`src/rtl/pc_unit.sv`:
```
// pc_unit: fetch-stage program counter with stall, branch, jump, exception entry and ERET.
// Priority: reset > exc > eret > jump > branch > stall > sequential.
module pc_unit #(
    parameter int unsigned ADDR_W = 32,
    parameter int unsigned INC = 4,
    parameter logic [ADDR_W-1:0] RESET_VEC = '0,
    parameter logic [ADDR_W-1:0] EXC_VEC = ADDR_W'('h180)
) (
    input  logic              i_clk,
    input  logic              i_rst,
    input  logic              i_stall,
    input  logic              i_branch,
    input  logic [ADDR_W-1:0] i_branch_tgt,
    input  logic              i_jump,
    input  logic [ADDR_W-1:0] i_jump_tgt,
    input  logic              i_exc,
    input  logic [ADDR_W-1:0] i_exc_pc,
    input  logic              i_eret,
    output logic [ADDR_W-1:0] o_pc,
    output logic [ADDR_W-1:0] o_pc_next_seq,
    output logic [ADDR_W-1:0] o_epc,
    output logic              o_flush,
    output logic              o_align_err
);
    typedef enum logic {RUN, REDIRECT} state_t;
    localparam logic [ADDR_W-1:0] ALIGN_MASK = ~ADDR_W'(3);
    state_t            r_state, w_state_next;
    logic [ADDR_W-1:0] r_pc, r_epc, w_pc_next;
    logic              r_align_err, w_align_err;
    always_comb begin
        w_pc_next = i_exc ? EXC_VEC :
                    i_eret ? r_epc :
                    i_jump ? (i_jump_tgt & ALIGN_MASK) :
                    i_branch ? (i_branch_tgt & ALIGN_MASK) :
                    i_stall ? r_pc : o_pc_next_seq;
        w_state_next = (i_exc || i_eret || i_jump || i_branch) ? REDIRECT : RUN;
        // Misalignment is only reported for jump/branch targets, never exc or eret.
        w_align_err = !i_exc && !i_eret &&
                      (i_jump ? (|i_jump_tgt[1:0]) : (i_branch && (|i_branch_tgt[1:0])));
    end
    always_ff @(posedge i_clk) begin
        if (i_rst) begin
            r_state     <= RUN;
            r_pc        <= RESET_VEC;
            r_epc       <= '0;
            r_align_err <= 1'b0;
        end else begin
            r_state     <= w_state_next;
            r_pc        <= w_pc_next;
            r_align_err <= w_align_err;
            if (i_exc)
                r_epc <= i_exc_pc & ALIGN_MASK;
        end
    end
    assign o_pc          = r_pc;
    assign o_pc_next_seq = r_pc + ADDR_W'(INC);
    assign o_epc         = r_epc;
    assign o_flush       = (r_state == REDIRECT);
    assign o_align_err   = r_align_err;
endmodule

```
`config.mk`:
```
export PLATFORM = sky130hd
export DESIGN_NAME = pc_unit
export DESIGN_NICKNAME = d
export VERILOG_FILES = /design/src/rtl/pc_unit.sv
export SDC_FILE = /design/constraint.sdc
export NUM_CORES = 1
export LEC_CHECK = 0
export ABC_AREA = 1
export BUFFER_PORTS_ARGS = -buffer_cell sky130_fd_sc_hd__buf_2
export CAP_MARGIN = 20
export CORE_MARGIN = 2
export CORE_UTILIZATION = 45
export CTS_CLUSTER_SIZE = 8
export DETAILED_ROUTE_END_ITERATION = 10
export PLACE_DENSITY = 0.79
export SYNTH_ARGS = -nofsm -noshare
export SYNTH_HDL_FRONTEND = slang
export SYNTH_SLANG_ARGS = --single-unit
```
`constraint.sdc`:
```
create_clock -name i_clk -period 1.75 [get_ports i_clk]
set_input_delay 0.2625 -clock i_clk [delete_from_list [all_inputs] [get_ports i_clk]]
set_output_delay 0.2625 -clock i_clk [all_outputs]
set_load 0.01 [all_outputs]
```
==> reports/summary.md, run 1 <==
In the global route stage, met2 resource usage came out at 50.3%. The floorplan has 34 rows. The number of antenna violations at the first check in global routing came out at 0.

201 I/O pins were placed. The pin count of the biggest net entering global routing is 44. The kind of start point of the critical path was a register. The worst ir drop on vdd was 0.572 mV. Clock tree synthesis inserted a total of 9 buffers. Final standard cell area without fillers: 0.00598 sq mm.

The most heavily used metal layer in global routing was met2. For this block, the routed nets add up to 15.5 mm of wire. For this run, the top clock speed supported by timing is 497 MHz. Final critical-path required period: 2010 ps. The filler cells instantiated in the layout total 798. The insertion delay to the later sink of the worst-skew pair was 350 ps.

The total overflow left after global routing is 0. The number of register bits inferred by synthesis is 64, and the die width is 98.9 microns. Detail-routed via count per cell: 5.22. The number of endpoints with negative hold slack in the final report was 0. The path depth of the worst reg2reg path was 14. The origin of the worst setup path was o_pc[6].

The synthesized design contains 0 enable-type register cells. The end point of the critical path is o_pc_next_seq[30]. Startpoint of the most critical register-to-register path: o_pc[3].

The first global-routing pass estimated 23.9 mm of wire. Fraction of layout cells with a size suffix above 1: 41.9%. At the worst endpoint, the arrival time is 1750 ps.

For the via count of the first global-routing pass, the log shows 4794. CTS placed an instance of clkbuf_8 at the clock tree root. The violation count after the first detailed-routing iteration was 381; the clock sink count was 64. The final-report setup violation count came out at 28.

For the minimum setup slack among reg-to-reg paths, the log shows -200 ps. The unique cell type count in the Yosys netlist was 35; the number of nets in the layout was 978. Sequential cells were found to cover 31.6% of the synthesized design area.

Along the worst path, the maximum fanout reaches 5. The final reports fail on setup timing. The floorplan step set the die height to 98.9 microns. The final setup TNS was -5260 ps. Final period utilization: 115%. Flip-flop cell with the highest count after synthesis: dfxtp_1.

Global routing consumed, over all layers together, 30.9% of the routing resources. The die covers 0.00978 sq mm. The mean area per synthesized cell was 6.29 sq um; the H-tree depth was 3. Hold repair after CTS inserted 0 buffers.

The hold path startpoint was i_rst. TritonCTS built the clock tree. The tools report the worst path setup slack after routing as -262 ps.

STA classifies the critical path endpoint as a primary output. The initial core utilization came out at 46.5%. Before antenna repair, the detailed router went through 5 iterations. Max-cap violations in this run came to 0. The cell count after synthesis came out at 644. The number of design rule violations left after detail routing is 0, and the cell depth of the worst min-delay path is 2.

The total area inside the core boundary comes to 0.00872 sq mm. For the antenna diode count, the log shows 0. The clock passes through at most 2 buffers. Data on the critical path is required at its endpoint by 1490 ps. The reported leakage power is 3.03 nW, and the post-synthesis to final-layout area growth is 47.4%. Buffers placed on the I/O ports in this run total 196. The design draws 4.15 mW. The worst-case clock skew is 10.5 ps, and the pin slew with the least headroom to its limit is 512 ps. The post-route antenna net violation count came out at 0. The half-perimeter wire length of the detailed placement result came out at 11.5 mm. The endpoint identified for the worst register-to-register timing path is o_pc[16]. The path class of the lowest-slack min-delay path was in -> reg. For this run, global-route usage on met3 was measured as 5.74%.

The classification of the worst setup path is reg -> out. The relative slew slack was 65.7%; the power density relative to cell area was 694 mW/mm^2. The final route contains 5149 vias. The flow ran to the end, but the final reports show violations.

In this run the cell area of the synthesized design comes to 0.00405 sq mm. Total cell area at the placement stage: 0.00522 sq mm. The wire length per cell after detailed routing works out to 15.7 microns.

In the synthesized netlist the async set-or-reset flop fraction comes to 0%. Setup repair after global routing could not meet its margin everywhere. The final weighted congestion in routability-driven placement came out at 0.953.

During synthesis, Yosys emitted a total of 0 warnings. The met1 layer usage reported by global route was 41.1%; the number of pins exceeding their max-slew limit in the final report was 0. After clock tree synthesis, the clock-pin slew on the worst setup and hold paths is 80 ps. The run gives 89.1 ps as the final hold slack.
cells in the final DEF (no fill, tap or decap), types with 2 or more instances in the layout:
cell type	instances
buf_6	7
a21oi_1	68
inv_1	45
nand2_1	134
or2_2	4
dfxtp_1	44
nand3b_1	2
bufinv_16	3
nand2_4	4
o221ai_1	2
buf_4	53
conb_1	2
o211ai_1	7
a21o_1	4
dfxtp_4	4
o21ai_0	68
and2_1	2
dfxtp_2	16
nand3_1	20
xor2_2	14
buf_2	194
clkbuf_8	10
nor2_4	12
a221oi_1	4
nor3_1	2
nor2_1	102
and3_1	2
a21oi_2	3
nor2_2	8
nand2_2	24
nand3_2	5
layout make-up:
type | instances | area, sq um | area share [%]
clock buffers | 10 | 138 | 2.30
flip-flops and latches | 64 | 1320 | 22.0
well taps | 108 | 135 | 2.26
multi-input cells | 498 | 2630 | 44.0
clock inverters | 6 | 115 | 1.93
repair buffers | 255 | 1470 | 24.6
inverters | 46 | 173 | 2.89
per-layer routing:
layer,vias up,share of wire (%),wire length (microns)
li1,2524,-,-
met1,2344,43,6630
met2,248,47,7290
met3,33,7.7,1200
met4,0,2.5,387
met5,-,0,0
worst min path at each step:
| stage | to | slack, ps |
|---|---|---|
| 6_report | o_flush | 90 |
| 4_1_cts | o_flush | 80 |
| 3_3_place_gp | o_pc[0] | 430 |
| 3_5_place_dp | o_pc[1] | 450 |
| 2_1_floorplan | o_flush | 330 |
| 5_1_grt | o_flush | 80 |
critical path, stage by stage (launching register included):
cell     delay [ps]
dfxtp_2         390
nand2_1         120
nor2_2          230
nand2_4         130
nor2_4          200
nand2_1          90
nand2_2          70
nand2_1          40
buf_2           130
through the flow:
| step | setup slack [ps] | utilization (%) | std cells |
|---|---|---|---|
| after floorplan | 8.04 | - | 645 |
| after global placement | -25.0 | 59.9 | 945 |
| after detailed placement | -50.5 | 59.9 | 945 |
| after CTS | -256 | 66.5 | 983 |
| after global routing | -356 | 68.5 | 987 |
| final | -262 | 68.5 | 987 |
repair_timing:
item                       in CTS  in global routing
setup endpoints to repair      31                 39
buffers inserted               22                  9
gates cloned                    0                  0
pin swaps                      24                 26
resized for setup              46                 45
cells in the mapped netlist, drive strengths merged, types with 7 or more instances:
library cell	number	area, sq um
buf	9	62.6
inv	46	173
o211ai	7	52.6
dfxtp	64	1280
a21oi	71	355
nand2	162	626
nand3	25	125
o21ai	68	340
clkbuf	27	141
xor2	14	145
nor2	122	538
flip-flops by register name (all words and copies together), names as in the netlist:
name / cells
o_pc: 32
o_flush: 1
o_align_err: 1
o_epc: 30
cells by family after synthesis:
group	count (synthesis)	share of synthesized area, %
AOI/OAI and AO/OA	159	21.0
buffers and inverters	83	9.51
other	1	0.0925
DFF	64	31.6
xor gates and xnor gates	15	3.80
adders and majority gates	1	0.309
and+or+nand+nor	321	33.6
where the power goes:
group          internal [mW]  switching, mW
combinational          0.383          0.504
sequential              1.54         0.0848
clock                  0.993          0.642
Note: power is estimated with default switching activity, not from simulation.
==> run 2, diff against run 1 <==
--- a/config.mk
+++ b/config.mk
@@ -13,6 +13,7 @@
 export CTS_CLUSTER_SIZE = 8
 export DETAILED_ROUTE_END_ITERATION = 10
 export PLACE_DENSITY = 0.79
+export SETUP_SLACK_MARGIN = 0.4
 export SYNTH_ARGS = -nofsm -noshare
 export SYNTH_HDL_FRONTEND = slang
 export SYNTH_SLANG_ARGS = --single-unit
==> run 2 against run 1 <==
  * The run still ends with setup timing left
  * Register-to-register slack better by 20 ps
  * Cell area up 1.2%
  * Critical path type unchanged
  * Clock power down 11%
  * Global-route usage down 0.089 points
  * Utilization up 0.80 points
  * Via count up 2.6%
  * Setup slack worse by 16 ps
==> reports/summary.md, run 2 (synthesized netlist as in run 1, its figures left out) <==
The worst stage delay on the critical path works out to 380 ps (about the same). Traced cell by cell, the critical path runs through ha_4 > nand2_4 > nor2_4 > nand2_4 > nor2_4 > nand2_1 > nand2_2 > nand2_2 > buf_6. The hold buffer count at CTS was 0 (unchanged). The run gives 0.858 mV (+50%) as the worst ir drop on vdd.

The run finished, with violations left. The number of antenna violations at the first check in global routing is 0 (unchanged). Clock share of power: 36.5% (-2.9 points). The total routed wirelength is 15.7 mm (+1.2%). The fraction of layout cells with a size suffix above 1 works out to 43.6% (+1.8 points). The detail-routed via count per cell works out to 5.40 (+3.4%).

Max-capacitance violation count: 0 (unchanged). The final setup TNS is -4840 ps (+421 ps), and the total buffers and inverters traversed by the critical path is 1 (unchanged). The clock buffer count from CTS is 9 (unchanged). For the reported leakage power, the log shows 2.99 nW (-1.4%).

The pin slew with the least headroom to its limit was 512 ps (-0.882 ps). The count of cell instances traversed by the critical path came out at 9 (+1). The non-filler instance count after layout was 979 (-0.81%).

The portion of total power attributed to sequential cells was 41.2% (+2.0 points); the y dimension of the die was 98.9 microns (unchanged). The run gives 396 (+3.9%) as the violation count after the first detailed-routing iteration. The tools report the worst-case clock skew as 12.7 ps (+2.17 ps).

The pin count of the biggest net entering global routing was 41 (-6.8%); the global routing usage summed across all routing layers was 30.8% (-0.089 points). The run gives 493 MHz (-0.78%) as the maximum clock rate. The initial core utilization was 46.5% (unchanged).

The combinational share of power is 22.3% (+0.9 points), and the final standard cell area without fillers is 0.00605 sq mm (+1.2%). The path depth of the worst reg2reg path works out to 12 (-2). Number of placement rows: 34 (unchanged). The remaining global-route overflow came out at 0 (unchanged).

The top cell types in the final layout, fill and taps aside, are 186 x buf_2, 126 x nand2_1, 102 x nor2_1, 67 x o21ai_0, 64 x a21oi_1. The clock-pin slew on the worst setup and hold paths was 80 ps (about the same); the final-report setup violation count was 30 (+7.1%). The logs give 11.3 mm (-1.3%) for the half-perimeter wire length of the detailed placement result and 3 (unchanged) for the H-tree depth. The path class of the lowest-slack min-delay path was in -> reg. The total cell area at the placement stage is 0.00524 sq mm (+0.43%), and the post-route antenna net violation count is 0 (unchanged). The final weighted congestion in routability-driven placement is 0.966 (+1.4%). The root buffer cell was clkbuf_8. The number of vias in the routed layout is 5283 (+2.6%). The insertion delay to the later sink of the worst-skew pair was 340 ps (about the same); the final period utilization was 116% (+0.91 points).

The clock sink count was 64 (unchanged). STA classifies the critical path startpoint as a register. Internal power consumption: 2.73 mW (-6.5%). The worst register-to-register path ends at o_pc[19].

For the worst path setup slack after routing, the log shows -278 ps (-15.9 ps). The switching share of power is 31.2% (+1.5 points), and the global-route wire length before repair is 24.0 mm (+0.41%). For the number of nets in the layout, the log shows 970 (-0.82%). Hold path startpoint: i_rst. The number of design rule violations left after detail routing is 0 (unchanged). The critical path in this run is classified as reg -> out. The power density relative to cell area was 656 mW/mm^2 (-5.6%); the highest net fanout along the worst path was 5 (unchanged). The cell depth of the worst min-delay path was 2 (unchanged). The first-pass detailed-route iteration total is 5 (unchanged), and the die width is 98.9 microns (unchanged).

The minimum setup slack among reg-to-reg paths is -180 ps (+20 ps), and the maximum number of buffers from clock root to sink is 2 (unchanged). Number of endpoints with negative hold slack in the final report: 0 (unchanged). Setup repair after global routing could not meet its margin everywhere. The post-synthesis to final-layout area growth was 49.2%. TritonCTS built the clock tree.

The switching power is 1.24 mW (+0.36%). The tools report the worst path required time as 1490 ps (about the same). The tools report the data arrival at the endpoint of the critical path as 1770 ps (+20 ps). The antenna diode count came out at 0 (unchanged). The number of cells after detailed placement is 935 (-1.1%), and the via count of the first global-routing pass is 4823 (+0.60%). The startpoint of the most critical register-to-register path is o_pc[3]. The wire length per cell after detailed routing came out at 16.0 microns (+2.0%). The number of buffer cells added on primary ports is 196 (unchanged).

STA classifies the critical path endpoint as a primary output. The commonest non-fill, non-tap cell in the layout is buf_2. The area of the placeable core was 0.00872 sq mm (unchanged). The number of pins exceeding their max-slew limit in the final report is 0 (unchanged), and the area of the die is 0.00978 sq mm (unchanged).

The hold path endpoint was o_flush. The flip-flop count of the largest register after layout is 32 (unchanged), and the final critical-path required period is 2030 ps (+15.9 ps). The checks that failed: setup timing. The tools report the number of top-level pins as 201 (unchanged).

Cell with the largest stage delay on the worst path: dfxtp_4. For the relative slew slack, the log shows 65.9% (+0.19 points). On the critical path the largest part of the delay comes from simple AND/OR/NAND/NOR gates.
## run 2: metal layers
metal | routed length [microns] | share of wire, % | track usage, %
met2 | 7500 | 48 | 50.3
met5 | 0 | 0 | 0
met1 | 6290 | 40 | 40.5
met3 | 1480 | 9.4 | 6.74
met4 | 419 | 2.7 | 10.2
## run 2: timing repair
item	in CTS	in global routing
setup endpoints to repair	54	58
gates resized for setup	42	58
setup buffers	20	8
pin swaps	29	33
## run 2: worst max-delay path by stage
stage	from	to	slack [ps]
finish	o_pc[2]	o_pc_next_seq[20]	-280
CTS	o_pc[2]	o_pc_next_seq[28]	-190
global route	o_pc[2]	o_pc_next_seq[20]	-340
global placement	o_pc[2]	o_pc[20]	80
detailed placement	o_pc[2]	o_pc[20]	60
floorplan	o_pc[3]	o_pc[12]	170
## run 2: power groups by stage
stage | combinational [mW] | sequential, mW | clock (mW)
finish | 0.883 | 1.63 | 1.45
global route | 0.966 | 1.65 | 1.54
CTS | 0.829 | 1.63 | 1.45
detailed placement | 0.789 | 1.67 | 0
global placement | 0.776 | 1.66 | 0
floorplan | 0.395 | 1.69 | 0
## run 2: stage by stage
step                      total power, mW  hold slack [ps]  worst slack (ps)  util (%)
final                                3.96              115              -278      69.3
after global routing                 4.15              104              -345      69.3
after CTS                            3.91              103              -194      66.4
after detailed placement             2.46              445              57.5      60.1
after global placement               2.44              433              81.9      60.1
after floorplan                      2.08              332               166         -
## run 2: layout make-up
cell class                 count  area, sq um
clock buffer                  10          128
clock inverter                 6         93.8
fill                         767         2670
inverter                      46          173
multi-input combinational    498         2700
sequential                    64         1350
tap                          108          135
timing repair buffer         247         1470
